$ cat src/rtl/mem_axi_arbiter_if.sv
// AXI4-Lite bundle (32-bit address/data, no response codes) shared by the
// arbiter's two master-facing ports and its single slave-facing port.
interface mem_axi_arbiter_if;
    logic        awvalid;
    logic        awready;
    logic [31:0] awaddr;
    logic [2:0]  awprot;
    logic        wvalid;
    logic        wready;
    logic [31:0] wdata;
    logic [3:0]  wstrb;
    logic        bvalid;
    logic        bready;
    logic        arvalid;
    logic        arready;
    logic [31:0] araddr;
    logic [2:0]  arprot;
    logic        rvalid;
    logic        rready;
    logic [31:0] rdata;

    // Issuer of requests (CPU, DMA, or the arbiter toward memory)
    modport master (
        output awvalid, awaddr, awprot, wvalid, wdata, wstrb, bready,
               arvalid, araddr, arprot, rready,
        input  awready, wready, bvalid, arready, rvalid, rdata
    );

    modport slave (
        input  awvalid, awaddr, awprot, wvalid, wdata, wstrb, bready,
               arvalid, araddr, arprot, rready,
        output awready, wready, bvalid, arready, rvalid, rdata
    );
endinterface

$ cat src/rtl/mem_axi_arbiter.sv
// Two-master to one-slave AXI4-Lite arbiter: one transaction in flight,
// round-robin on contention, read-before-write within a master.
module mem_axi_arbiter (
    input  logic              clk_i,
    input  logic              rst_ni,
    mem_axi_arbiter_if.slave  m0_axi,
    mem_axi_arbiter_if.slave  m1_axi,
    mem_axi_arbiter_if.master s_axi,
    output logic [1:0]        grant_o,
    output logic              busy_o
);

    typedef enum logic [2:0] {
        IDLE,
        RD_ADDR,
        RD_DATA,
        WR_REQ,
        WR_RESP
    } state_e;

    state_e state_q, state_d;
    logic   owner_q, owner_d;
    logic   last_owner_q, last_owner_d;
    logic   aw_done_q, aw_done_d;
    logic   w_done_q, w_done_d;

    logic        req0, req1, pick, pick_rd;
    logic        sel_awvalid, sel_wvalid, sel_arvalid, sel_bready, sel_rready;
    logic [31:0] sel_awaddr, sel_wdata, sel_araddr;
    logic [2:0]  sel_awprot, sel_arprot;
    logic [3:0]  sel_wstrb;
    logic        aw_hs, w_hs;

    logic        own_awready, own_wready, own_arready, own_bvalid, own_rvalid;
    logic [31:0] own_rdata;

    assign req0 = m0_axi.arvalid | m0_axi.awvalid | m0_axi.wvalid;
    assign req1 = m1_axi.arvalid | m1_axi.awvalid | m1_axi.wvalid;

    always_comb begin
        sel_awvalid = owner_q ? m1_axi.awvalid : m0_axi.awvalid;
        sel_awaddr  = owner_q ? m1_axi.awaddr  : m0_axi.awaddr;
        sel_awprot  = owner_q ? m1_axi.awprot  : m0_axi.awprot;
        sel_wvalid  = owner_q ? m1_axi.wvalid  : m0_axi.wvalid;
        sel_wdata   = owner_q ? m1_axi.wdata   : m0_axi.wdata;
        sel_wstrb   = owner_q ? m1_axi.wstrb   : m0_axi.wstrb;
        sel_bready  = owner_q ? m1_axi.bready  : m0_axi.bready;
        sel_arvalid = owner_q ? m1_axi.arvalid : m0_axi.arvalid;
        sel_araddr  = owner_q ? m1_axi.araddr  : m0_axi.araddr;
        sel_arprot  = owner_q ? m1_axi.arprot  : m0_axi.arprot;
        sel_rready  = owner_q ? m1_axi.rready  : m0_axi.rready;
    end

    // Once a write channel has handshaken, its valid/ready are masked so the
    // slave never sees a second beat on that channel.
    assign aw_hs = (state_q == WR_REQ) & sel_awvalid & ~aw_done_q & s_axi.awready;
    assign w_hs  = (state_q == WR_REQ) & sel_wvalid  & ~w_done_q  & s_axi.wready;

    always_comb begin
        state_d      = state_q;
        owner_d      = owner_q;
        last_owner_d = last_owner_q;
        aw_done_d    = aw_done_q;
        w_done_d     = w_done_q;
        pick         = 1'b0;
        pick_rd      = 1'b0;
        case (state_q)
            IDLE: begin
                if (req0 | req1) begin
                    pick    = (req0 & req1) ? ~last_owner_q : req1;
                    pick_rd = pick ? m1_axi.arvalid : m0_axi.arvalid;
                    owner_d = pick;
                    state_d = pick_rd ? RD_ADDR : WR_REQ;
                end
            end
            RD_ADDR: begin
                if (sel_arvalid & s_axi.arready) state_d = RD_DATA;
            end
            RD_DATA: begin
                if (s_axi.rvalid & sel_rready) begin
                    state_d      = IDLE;
                    last_owner_d = owner_q;
                end
            end
            WR_REQ: begin
                if ((aw_done_q | aw_hs) & (w_done_q | w_hs)) begin
                    state_d   = WR_RESP;
                    aw_done_d = 1'b0;
                    w_done_d  = 1'b0;
                end else begin
                    aw_done_d = aw_done_q | aw_hs;
                    w_done_d  = w_done_q | w_hs;
                end
            end
            WR_RESP: begin
                if (s_axi.bvalid & sel_bready) begin
                    state_d      = IDLE;
                    last_owner_d = owner_q;
                end
            end
            default: state_d = IDLE;
        endcase
    end

    always_ff @(posedge clk_i or negedge rst_ni) begin
        if (!rst_ni) begin
            state_q      <= IDLE;
            owner_q      <= 1'b0;
            last_owner_q <= 1'b1;
            aw_done_q    <= 1'b0;
            w_done_q     <= 1'b0;
        end else begin
            state_q      <= state_d;
            owner_q      <= owner_d;
            last_owner_q <= last_owner_d;
            aw_done_q    <= aw_done_d;
            w_done_q     <= w_done_d;
        end
    end

    always_comb begin
        s_axi.awvalid = 1'b0;
        s_axi.awaddr  = 32'h0;
        s_axi.awprot  = 3'h0;
        s_axi.wvalid  = 1'b0;
        s_axi.wdata   = 32'h0;
        s_axi.wstrb   = 4'h0;
        s_axi.bready  = 1'b0;
        s_axi.arvalid = 1'b0;
        s_axi.araddr  = 32'h0;
        s_axi.arprot  = 3'h0;
        s_axi.rready  = 1'b0;
        own_awready   = 1'b0;
        own_wready    = 1'b0;
        own_arready   = 1'b0;
        own_bvalid    = 1'b0;
        own_rvalid    = 1'b0;
        own_rdata     = 32'h0;
        case (state_q)
            RD_ADDR: begin
                s_axi.arvalid = sel_arvalid;
                s_axi.araddr  = sel_araddr;
                s_axi.arprot  = sel_arprot;
                own_arready   = s_axi.arready;
            end
            RD_DATA: begin
                s_axi.rready = sel_rready;
                own_rvalid   = s_axi.rvalid;
                own_rdata    = s_axi.rdata;
            end
            WR_REQ: begin
                s_axi.awvalid = sel_awvalid & ~aw_done_q;
                s_axi.awaddr  = sel_awaddr;
                s_axi.awprot  = sel_awprot;
                s_axi.wvalid  = sel_wvalid & ~w_done_q;
                s_axi.wdata   = sel_wdata;
                s_axi.wstrb   = sel_wstrb;
                own_awready   = s_axi.awready & ~aw_done_q;
                own_wready    = s_axi.wready & ~w_done_q;
            end
            WR_RESP: begin
                s_axi.bready = sel_bready;
                own_bvalid   = s_axi.bvalid;
            end
            default: ;
        endcase
    end

    assign m0_axi.awready = own_awready & ~owner_q;
    assign m0_axi.wready  = own_wready  & ~owner_q;
    assign m0_axi.arready = own_arready & ~owner_q;
    assign m0_axi.bvalid  = own_bvalid  & ~owner_q;
    assign m0_axi.rvalid  = own_rvalid  & ~owner_q;
    assign m0_axi.rdata   = owner_q ? 32'h0 : own_rdata;

    assign m1_axi.awready = own_awready & owner_q;
    assign m1_axi.wready  = own_wready  & owner_q;
    assign m1_axi.arready = own_arready & owner_q;
    assign m1_axi.bvalid  = own_bvalid  & owner_q;
    assign m1_axi.rvalid  = own_rvalid  & owner_q;
    assign m1_axi.rdata   = owner_q ? own_rdata : 32'h0;

    assign busy_o  = (state_q != IDLE);
    assign grant_o = (state_q == IDLE) ? 2'b00 : (owner_q ? 2'b10 : 2'b01);

endmodule

$ cat src/flat_wrapper.sv
// flat-port wrapper written by rule: the top's interface ports become plain ports
module mem_axi_arbiter_flat 
  (clk_i, rst_ni, grant_o, busy_o, m0_axi_awvalid, m0_axi_awaddr, m0_axi_awprot, m0_axi_wvalid, m0_axi_wdata, m0_axi_wstrb, m0_axi_bready, m0_axi_arvalid, m0_axi_araddr, m0_axi_arprot, m0_axi_rready, m0_axi_awready, m0_axi_wready, m0_axi_bvalid, m0_axi_arready, m0_axi_rvalid, m0_axi_rdata, m1_axi_awvalid, m1_axi_awaddr, m1_axi_awprot, m1_axi_wvalid, m1_axi_wdata, m1_axi_wstrb, m1_axi_bready, m1_axi_arvalid, m1_axi_araddr, m1_axi_arprot, m1_axi_rready, m1_axi_awready, m1_axi_wready, m1_axi_bvalid, m1_axi_arready, m1_axi_rvalid, m1_axi_rdata, s_axi_awvalid, s_axi_awaddr, s_axi_awprot, s_axi_wvalid, s_axi_wdata, s_axi_wstrb, s_axi_bready, s_axi_arvalid, s_axi_araddr, s_axi_arprot, s_axi_rready, s_axi_awready, s_axi_wready, s_axi_bvalid, s_axi_arready, s_axi_rvalid, s_axi_rdata);
  mem_axi_arbiter_if m0_axi_i ();
  mem_axi_arbiter_if m1_axi_i ();
  mem_axi_arbiter_if s_axi_i ();
  input  logic clk_i;
  input  logic rst_ni;
  output logic [1:0] grant_o;
  output logic busy_o;
  input wire logic [$bits(m0_axi_i.awvalid)-1:0] m0_axi_awvalid;
  input wire logic [$bits(m0_axi_i.awaddr)-1:0] m0_axi_awaddr;
  input wire logic [$bits(m0_axi_i.awprot)-1:0] m0_axi_awprot;
  input wire logic [$bits(m0_axi_i.wvalid)-1:0] m0_axi_wvalid;
  input wire logic [$bits(m0_axi_i.wdata)-1:0] m0_axi_wdata;
  input wire logic [$bits(m0_axi_i.wstrb)-1:0] m0_axi_wstrb;
  input wire logic [$bits(m0_axi_i.bready)-1:0] m0_axi_bready;
  input wire logic [$bits(m0_axi_i.arvalid)-1:0] m0_axi_arvalid;
  input wire logic [$bits(m0_axi_i.araddr)-1:0] m0_axi_araddr;
  input wire logic [$bits(m0_axi_i.arprot)-1:0] m0_axi_arprot;
  input wire logic [$bits(m0_axi_i.rready)-1:0] m0_axi_rready;
  output wire logic [$bits(m0_axi_i.awready)-1:0] m0_axi_awready;
  output wire logic [$bits(m0_axi_i.wready)-1:0] m0_axi_wready;
  output wire logic [$bits(m0_axi_i.bvalid)-1:0] m0_axi_bvalid;
  output wire logic [$bits(m0_axi_i.arready)-1:0] m0_axi_arready;
  output wire logic [$bits(m0_axi_i.rvalid)-1:0] m0_axi_rvalid;
  output wire logic [$bits(m0_axi_i.rdata)-1:0] m0_axi_rdata;
  input wire logic [$bits(m1_axi_i.awvalid)-1:0] m1_axi_awvalid;
  input wire logic [$bits(m1_axi_i.awaddr)-1:0] m1_axi_awaddr;
  input wire logic [$bits(m1_axi_i.awprot)-1:0] m1_axi_awprot;
  input wire logic [$bits(m1_axi_i.wvalid)-1:0] m1_axi_wvalid;
  input wire logic [$bits(m1_axi_i.wdata)-1:0] m1_axi_wdata;
  input wire logic [$bits(m1_axi_i.wstrb)-1:0] m1_axi_wstrb;
  input wire logic [$bits(m1_axi_i.bready)-1:0] m1_axi_bready;
  input wire logic [$bits(m1_axi_i.arvalid)-1:0] m1_axi_arvalid;
  input wire logic [$bits(m1_axi_i.araddr)-1:0] m1_axi_araddr;
  input wire logic [$bits(m1_axi_i.arprot)-1:0] m1_axi_arprot;
  input wire logic [$bits(m1_axi_i.rready)-1:0] m1_axi_rready;
  output wire logic [$bits(m1_axi_i.awready)-1:0] m1_axi_awready;
  output wire logic [$bits(m1_axi_i.wready)-1:0] m1_axi_wready;
  output wire logic [$bits(m1_axi_i.bvalid)-1:0] m1_axi_bvalid;
  output wire logic [$bits(m1_axi_i.arready)-1:0] m1_axi_arready;
  output wire logic [$bits(m1_axi_i.rvalid)-1:0] m1_axi_rvalid;
  output wire logic [$bits(m1_axi_i.rdata)-1:0] m1_axi_rdata;
  output wire logic [$bits(s_axi_i.awvalid)-1:0] s_axi_awvalid;
  output wire logic [$bits(s_axi_i.awaddr)-1:0] s_axi_awaddr;
  output wire logic [$bits(s_axi_i.awprot)-1:0] s_axi_awprot;
  output wire logic [$bits(s_axi_i.wvalid)-1:0] s_axi_wvalid;
  output wire logic [$bits(s_axi_i.wdata)-1:0] s_axi_wdata;
  output wire logic [$bits(s_axi_i.wstrb)-1:0] s_axi_wstrb;
  output wire logic [$bits(s_axi_i.bready)-1:0] s_axi_bready;
  output wire logic [$bits(s_axi_i.arvalid)-1:0] s_axi_arvalid;
  output wire logic [$bits(s_axi_i.araddr)-1:0] s_axi_araddr;
  output wire logic [$bits(s_axi_i.arprot)-1:0] s_axi_arprot;
  output wire logic [$bits(s_axi_i.rready)-1:0] s_axi_rready;
  input wire logic [$bits(s_axi_i.awready)-1:0] s_axi_awready;
  input wire logic [$bits(s_axi_i.wready)-1:0] s_axi_wready;
  input wire logic [$bits(s_axi_i.bvalid)-1:0] s_axi_bvalid;
  input wire logic [$bits(s_axi_i.arready)-1:0] s_axi_arready;
  input wire logic [$bits(s_axi_i.rvalid)-1:0] s_axi_rvalid;
  input wire logic [$bits(s_axi_i.rdata)-1:0] s_axi_rdata;
  assign m0_axi_i.awvalid = m0_axi_awvalid;
  assign m0_axi_i.awaddr = m0_axi_awaddr;
  assign m0_axi_i.awprot = m0_axi_awprot;
  assign m0_axi_i.wvalid = m0_axi_wvalid;
  assign m0_axi_i.wdata = m0_axi_wdata;
  assign m0_axi_i.wstrb = m0_axi_wstrb;
  assign m0_axi_i.bready = m0_axi_bready;
  assign m0_axi_i.arvalid = m0_axi_arvalid;
  assign m0_axi_i.araddr = m0_axi_araddr;
  assign m0_axi_i.arprot = m0_axi_arprot;
  assign m0_axi_i.rready = m0_axi_rready;
  assign m0_axi_awready = m0_axi_i.awready;
  assign m0_axi_wready = m0_axi_i.wready;
  assign m0_axi_bvalid = m0_axi_i.bvalid;
  assign m0_axi_arready = m0_axi_i.arready;
  assign m0_axi_rvalid = m0_axi_i.rvalid;
  assign m0_axi_rdata = m0_axi_i.rdata;
  assign m1_axi_i.awvalid = m1_axi_awvalid;
  assign m1_axi_i.awaddr = m1_axi_awaddr;
  assign m1_axi_i.awprot = m1_axi_awprot;
  assign m1_axi_i.wvalid = m1_axi_wvalid;
  assign m1_axi_i.wdata = m1_axi_wdata;
  assign m1_axi_i.wstrb = m1_axi_wstrb;
  assign m1_axi_i.bready = m1_axi_bready;
  assign m1_axi_i.arvalid = m1_axi_arvalid;
  assign m1_axi_i.araddr = m1_axi_araddr;
  assign m1_axi_i.arprot = m1_axi_arprot;
  assign m1_axi_i.rready = m1_axi_rready;
  assign m1_axi_awready = m1_axi_i.awready;
  assign m1_axi_wready = m1_axi_i.wready;
  assign m1_axi_bvalid = m1_axi_i.bvalid;
  assign m1_axi_arready = m1_axi_i.arready;
  assign m1_axi_rvalid = m1_axi_i.rvalid;
  assign m1_axi_rdata = m1_axi_i.rdata;
  assign s_axi_awvalid = s_axi_i.awvalid;
  assign s_axi_awaddr = s_axi_i.awaddr;
  assign s_axi_awprot = s_axi_i.awprot;
  assign s_axi_wvalid = s_axi_i.wvalid;
  assign s_axi_wdata = s_axi_i.wdata;
  assign s_axi_wstrb = s_axi_i.wstrb;
  assign s_axi_bready = s_axi_i.bready;
  assign s_axi_arvalid = s_axi_i.arvalid;
  assign s_axi_araddr = s_axi_i.araddr;
  assign s_axi_arprot = s_axi_i.arprot;
  assign s_axi_rready = s_axi_i.rready;
  assign s_axi_i.awready = s_axi_awready;
  assign s_axi_i.wready = s_axi_wready;
  assign s_axi_i.bvalid = s_axi_bvalid;
  assign s_axi_i.arready = s_axi_arready;
  assign s_axi_i.rvalid = s_axi_rvalid;
  assign s_axi_i.rdata = s_axi_rdata;
  mem_axi_arbiter u_core (.clk_i(clk_i), .rst_ni(rst_ni), .m0_axi(m0_axi_i), .m1_axi(m1_axi_i), .s_axi(s_axi_i), .grant_o(grant_o), .busy_o(busy_o));
endmodule
$ cat config.mk
export PLATFORM = sky130hd
export DESIGN_NAME = mem_axi_arbiter_flat
export DESIGN_NICKNAME = d
export VERILOG_FILES = /design/src/rtl/mem_axi_arbiter_if.sv /design/src/rtl/mem_axi_arbiter.sv /design/src/flat_wrapper.sv
export SDC_FILE = /design/constraint.sdc
export NUM_CORES = 1
export LEC_CHECK = 0
export BUFFER_PORTS_ARGS = -buffer_cell sky130_fd_sc_hd__buf_2
export CORE_AREA = 2 2 177 179
export DETAILED_ROUTE_END_ITERATION = 6
export DIE_AREA = 0 0 179 181
export PLACE_DENSITY = 0.42
export SLEW_MARGIN = 0
export SYNTH_ARGS = -nofsm -noshare
export SYNTH_HDL_FRONTEND = slang
export SYNTH_SLANG_ARGS = --single-unit
$ cat constraint.sdc
create_clock -name clk_i -period 2.1 [get_ports clk_i]
set_input_delay 0.21 -clock clk_i [delete_from_list [all_inputs] [get_ports clk_i]]
set_output_delay 0.21 -clock clk_i [all_outputs]
set_load 0.02 [all_outputs]
==> run_results.csv <==
group,metric,value,unit
run_status,status,"complete, no violations",
clock_network,worstSkewPairLatency,0.24,ns
finish,num-fill-cells,3512,
route,first_iter_violations,138,
timing,slew_headroom,0.725,
logic_synthesis,yosysWarningCount,0,
route,drtPass1Iterations,4,
finish,sequential_cell_area,183,sq um
global_routing,grt_max_degree,72,
finish,finish.net_count,1083,
timing,max_freq,503,MHz
finish,fin_area,0.00545,sq mm
place,sum_of_net_half_perimeters_after_detailed_placement,14.8,mm
critical_path,crit_fanout,11,
finish,commonest_non_fill_non_tap_cells_in_the_layout,"buf_2 (448), nor2_1 (121), mux2i_1 (109), and2_1 (36), and3_1 (36)",
floorplan,number_of_rows_created_at_floorplan,64,
route,viasPerCell,3.58,
global_routing,grt_antenna_before_repair,3,
critical_path,r2r.worst_path.cells,5,
global_routing,use_met2,0.192,
logic_synthesis,syn-num-nets,659,
timing,final_period_minus_worst_setup_slack,1.99,ns
timing,finalHoldViolations,0,
pwr,power.combinational.fraction,0.875,
pwr,p_total,5.58,mW
clock_network,clk_pin_slew,0.04,ns
critical_path,timing.setup.critical_path_class,"register to output pin",
global_routing,globalRouteOverflowTotal,0,
clock_network,cts_tree,"done",
clock_network,clock_tree.root_cell,"clkbuf_16",
logic_synthesis,avgSynthCellArea,6.69,sq um
logic_synthesis,synth_seq_cells,7,
finish,area_delta_synth_final,105,%
timing,drv_slew,0,
timing,worst-slew-pin-transition,0.412,ns
worst_hold_path,hold_depth,3,
clock_network,clk_path_buf_depth,2,
timing,report.final.setup_viol,0,
clock_network,numClockSinks,7,
global_routing,grtUsageMet1,0.0943,
logic_synthesis,syn_inst,398,
worst_hold_path,hold_path.class,"primary input to register",
finish,mostFrequentLayoutCell,"buf_2",
pwr,vdd_drop_max,0.401,mV
timing,rsz_0062_raised_after_global_routing,"no",
clock_network,cts-buffers-inserted,3,
place,buffer_ports.inserted,448,
floorplan,start_util,0.0877,
timing,post-route-period-util,0.947,
pwr,p_per_area,1020,mW/mm^2
place,gp_congestion,0.789,
floorplan,die_height,181,um
timing,fin_tns_setup,0,ns
floorplan,pin_count,449,
global_routing,met3_global_route_usage,0.0213,
logic_synthesis,synthDistinctLibCells,34,
pwr,switching_share,0.565,
logic_synthesis,synth-seq-area-share,0.0663,
pwr,p_switching,3.15,mW
critical_path,setup.worst_path.end_class,"output pin",
timing,finClkSkew,0.00137,ns
route,num_vias,4366,
place,post_dp_cell_area,0.00536,sq mm
route,drc,0,
route,final_antenna_net_count,0,
critical_path,crit_path_required_time,1.89,ns
floorplan,fp.dieArea,0.0324,sq mm
global_routing,grt_usage,0.0943,
pwr,p_clk_frac,0.060,
pwr,total_leakage_power,3.51,nW
global_routing,busiest_layer,"met2",
critical_path,startpoint_type,"register",
logic_synthesis,synth_cell_area,0.00266,sq mm
pwr,internal_power,2.43,mW
pwr,power.sequential.fraction,0.065,
clock_network,ctsHtreeMaxLevel,1,
global_routing,grt_first_pass_wirelength,23.4,mm
finish,multi_input_comb_area,0.00230,sq mm
finish,post_route_cells_drive_above_1_share,0.575,
critical_path,data_arrival_at_the_endpoint_of_the_critical_path,1.78,ns
floorplan,die_w,179,um
flow_run,max_cap_viols,0,
route,routed_wirelength,17.2,mm
global_routing,first_global_vias,4239,
route,routed_wire_length_per_instance,14.1,um
floorplan,core_area,0.0303,sq mm
## logic make-up (layout without fill, tap and decap cells)
| family | count (synthesis) | count (layout) | share of synthesized area |
|---|---|---|---|
| simple gates | 217 | 217 | 0.387 |
| other cells | 0 | 2 | 0 |
| compound gates | 18 | 18 | 0.0451 |
| flops | 7 | 7 | 0.0663 |
| mux | 113 | 113 | 0.428 |
| xor+xnor | 1 | 1 | 0.00329 |
| buf+inv | 42 | 465 | 0.0705 |
## worst max-delay path: stages (launching register included)
cell and delay (ns):
dfrtp_2 0.46, nand2_1 0.09, or2_2 0.33, nor2_1 0.27, and2_1 0.20, buf_2 0.19
## metal layers
metal / vias up / routed length, um
met5: - / 11
met4: 2 / 242
met3: 11 / 1910
met2: 288 / 8920
met1: 1878 / 6120
li1: 2187 / -
## per-stage QoR
stage | hold WS [ns] | setup slack [ns] | instances | utilization
finish | 0.308 | 0.111 | 1219 | 0.180
global route | 0.336 | 0.0287 | 1219 | 0.180
global placement | 0.0663 | 0.219 | 1212 | 0.177
detailed placement | 0.0676 | 0.238 | 1212 | 0.177
CTS | 0.309 | 0.0000315 | 1217 | 0.180
floorplan | -0.0856 | 0.409 | 398 | -
## power groups by stage
| stage | clock network, mW | registers [mW] | logic (mW) |
|---|---|---|---|
| final | 0.334 | 0.365 | 4.88 |
| after CTS | 0.345 | 0.362 | 4.95 |
| after global placement | 0 | 0.358 | 4.94 |
| after global routing | 0.353 | 0.381 | 5.29 |
| after detailed placement | 0 | 0.362 | 4.93 |
| after floorplan | 0 | 0.231 | 3.48 |
## flip-flops by register name, indices dropped and copies added, names as in the netlist
register             cells
u_core.last_owner_q      1
u_core.state_q           3
u_core.w_done_q          1
u_core.aw_done_q         1
u_core.owner_q           1
## cell usage after synthesis
cell type | count | area (sq um)
a21bo_2 | 1 | 10.0
a21boi_2 | 1 | 11.3
a21o_1 | 2 | 15.0
a21oi_1 | 5 | 25.0
a22o_1 | 1 | 8.76
a31oi_1 | 2 | 12.5
and2_1 | 36 | 225
and3_1 | 36 | 225
and4_1 | 1 | 8.76
buf_2 | 15 | 75.1
buf_4 | 1 | 7.51
buf_6 | 1 | 11.3
clkbuf_1 | 22 | 82.6
dfrtp_1 | 6 | 150
dfstp_2 | 1 | 26.3
inv_1 | 3 | 11.3
mux2_1 | 1 | 11.3
mux2_2 | 2 | 22.5
mux2_4 | 1 | 15.0
mux2i_1 | 109 | 1090
nand2_1 | 11 | 41.3
nand2b_1 | 1 | 6.26
nand3_1 | 1 | 5.00
nand3_2 | 1 | 10.0
nor2_1 | 121 | 454
nor2b_1 | 2 | 12.5
nor3_1 | 4 | 20.0
nor3b_1 | 2 | 15.0
o211ai_1 | 1 | 7.51
o21ai_0 | 3 | 15.0
o21ai_1 | 1 | 5.00
o21ba_2 | 1 | 10.0
or2_1 | 1 | 6.26
xnor2_1 | 1 | 8.76
## path summary, 6_finish.rpt
kind | start | endpoint | slack, ns
max | u_core.state_q[0] | s_axi_awvalid | 0.11
min | s_axi_wready | u_core.w_done_q | 0.31
max reg2reg | u_core.owner_q | u_core.state_q[1] | 0.28
min reg2reg | u_core.aw_done_q | u_core.aw_done_q | 0.56
max in group asynchronous | rst_ni | u_core.last_owner_q | 1.45
min in group asynchronous | rst_ni | u_core.owner_q | 0.41
## timing repair
action / 4_1_cts / 5_1_grt
endpoints found under the setup margin: 1 / 12
endpoints found under the hold margin: 6 / 0
hold buffers: 1 / 0
buffers inserted: 0 / 0
gates resized for setup: 1 / 1
## final cells by class
class / instances / area share
Antenna cell: 2 / 0.000918
Clock buffer: 4 / 0.0145
Inverter: 3 / 0.00206
Multi-Input combinational cell: 349 / 0.421
Sequential cell: 7 / 0.0335
Tap cell: 396 / 0.0908
Timing Repair Buffer: 458 / 0.437
(Power assumes the default switching activity.)
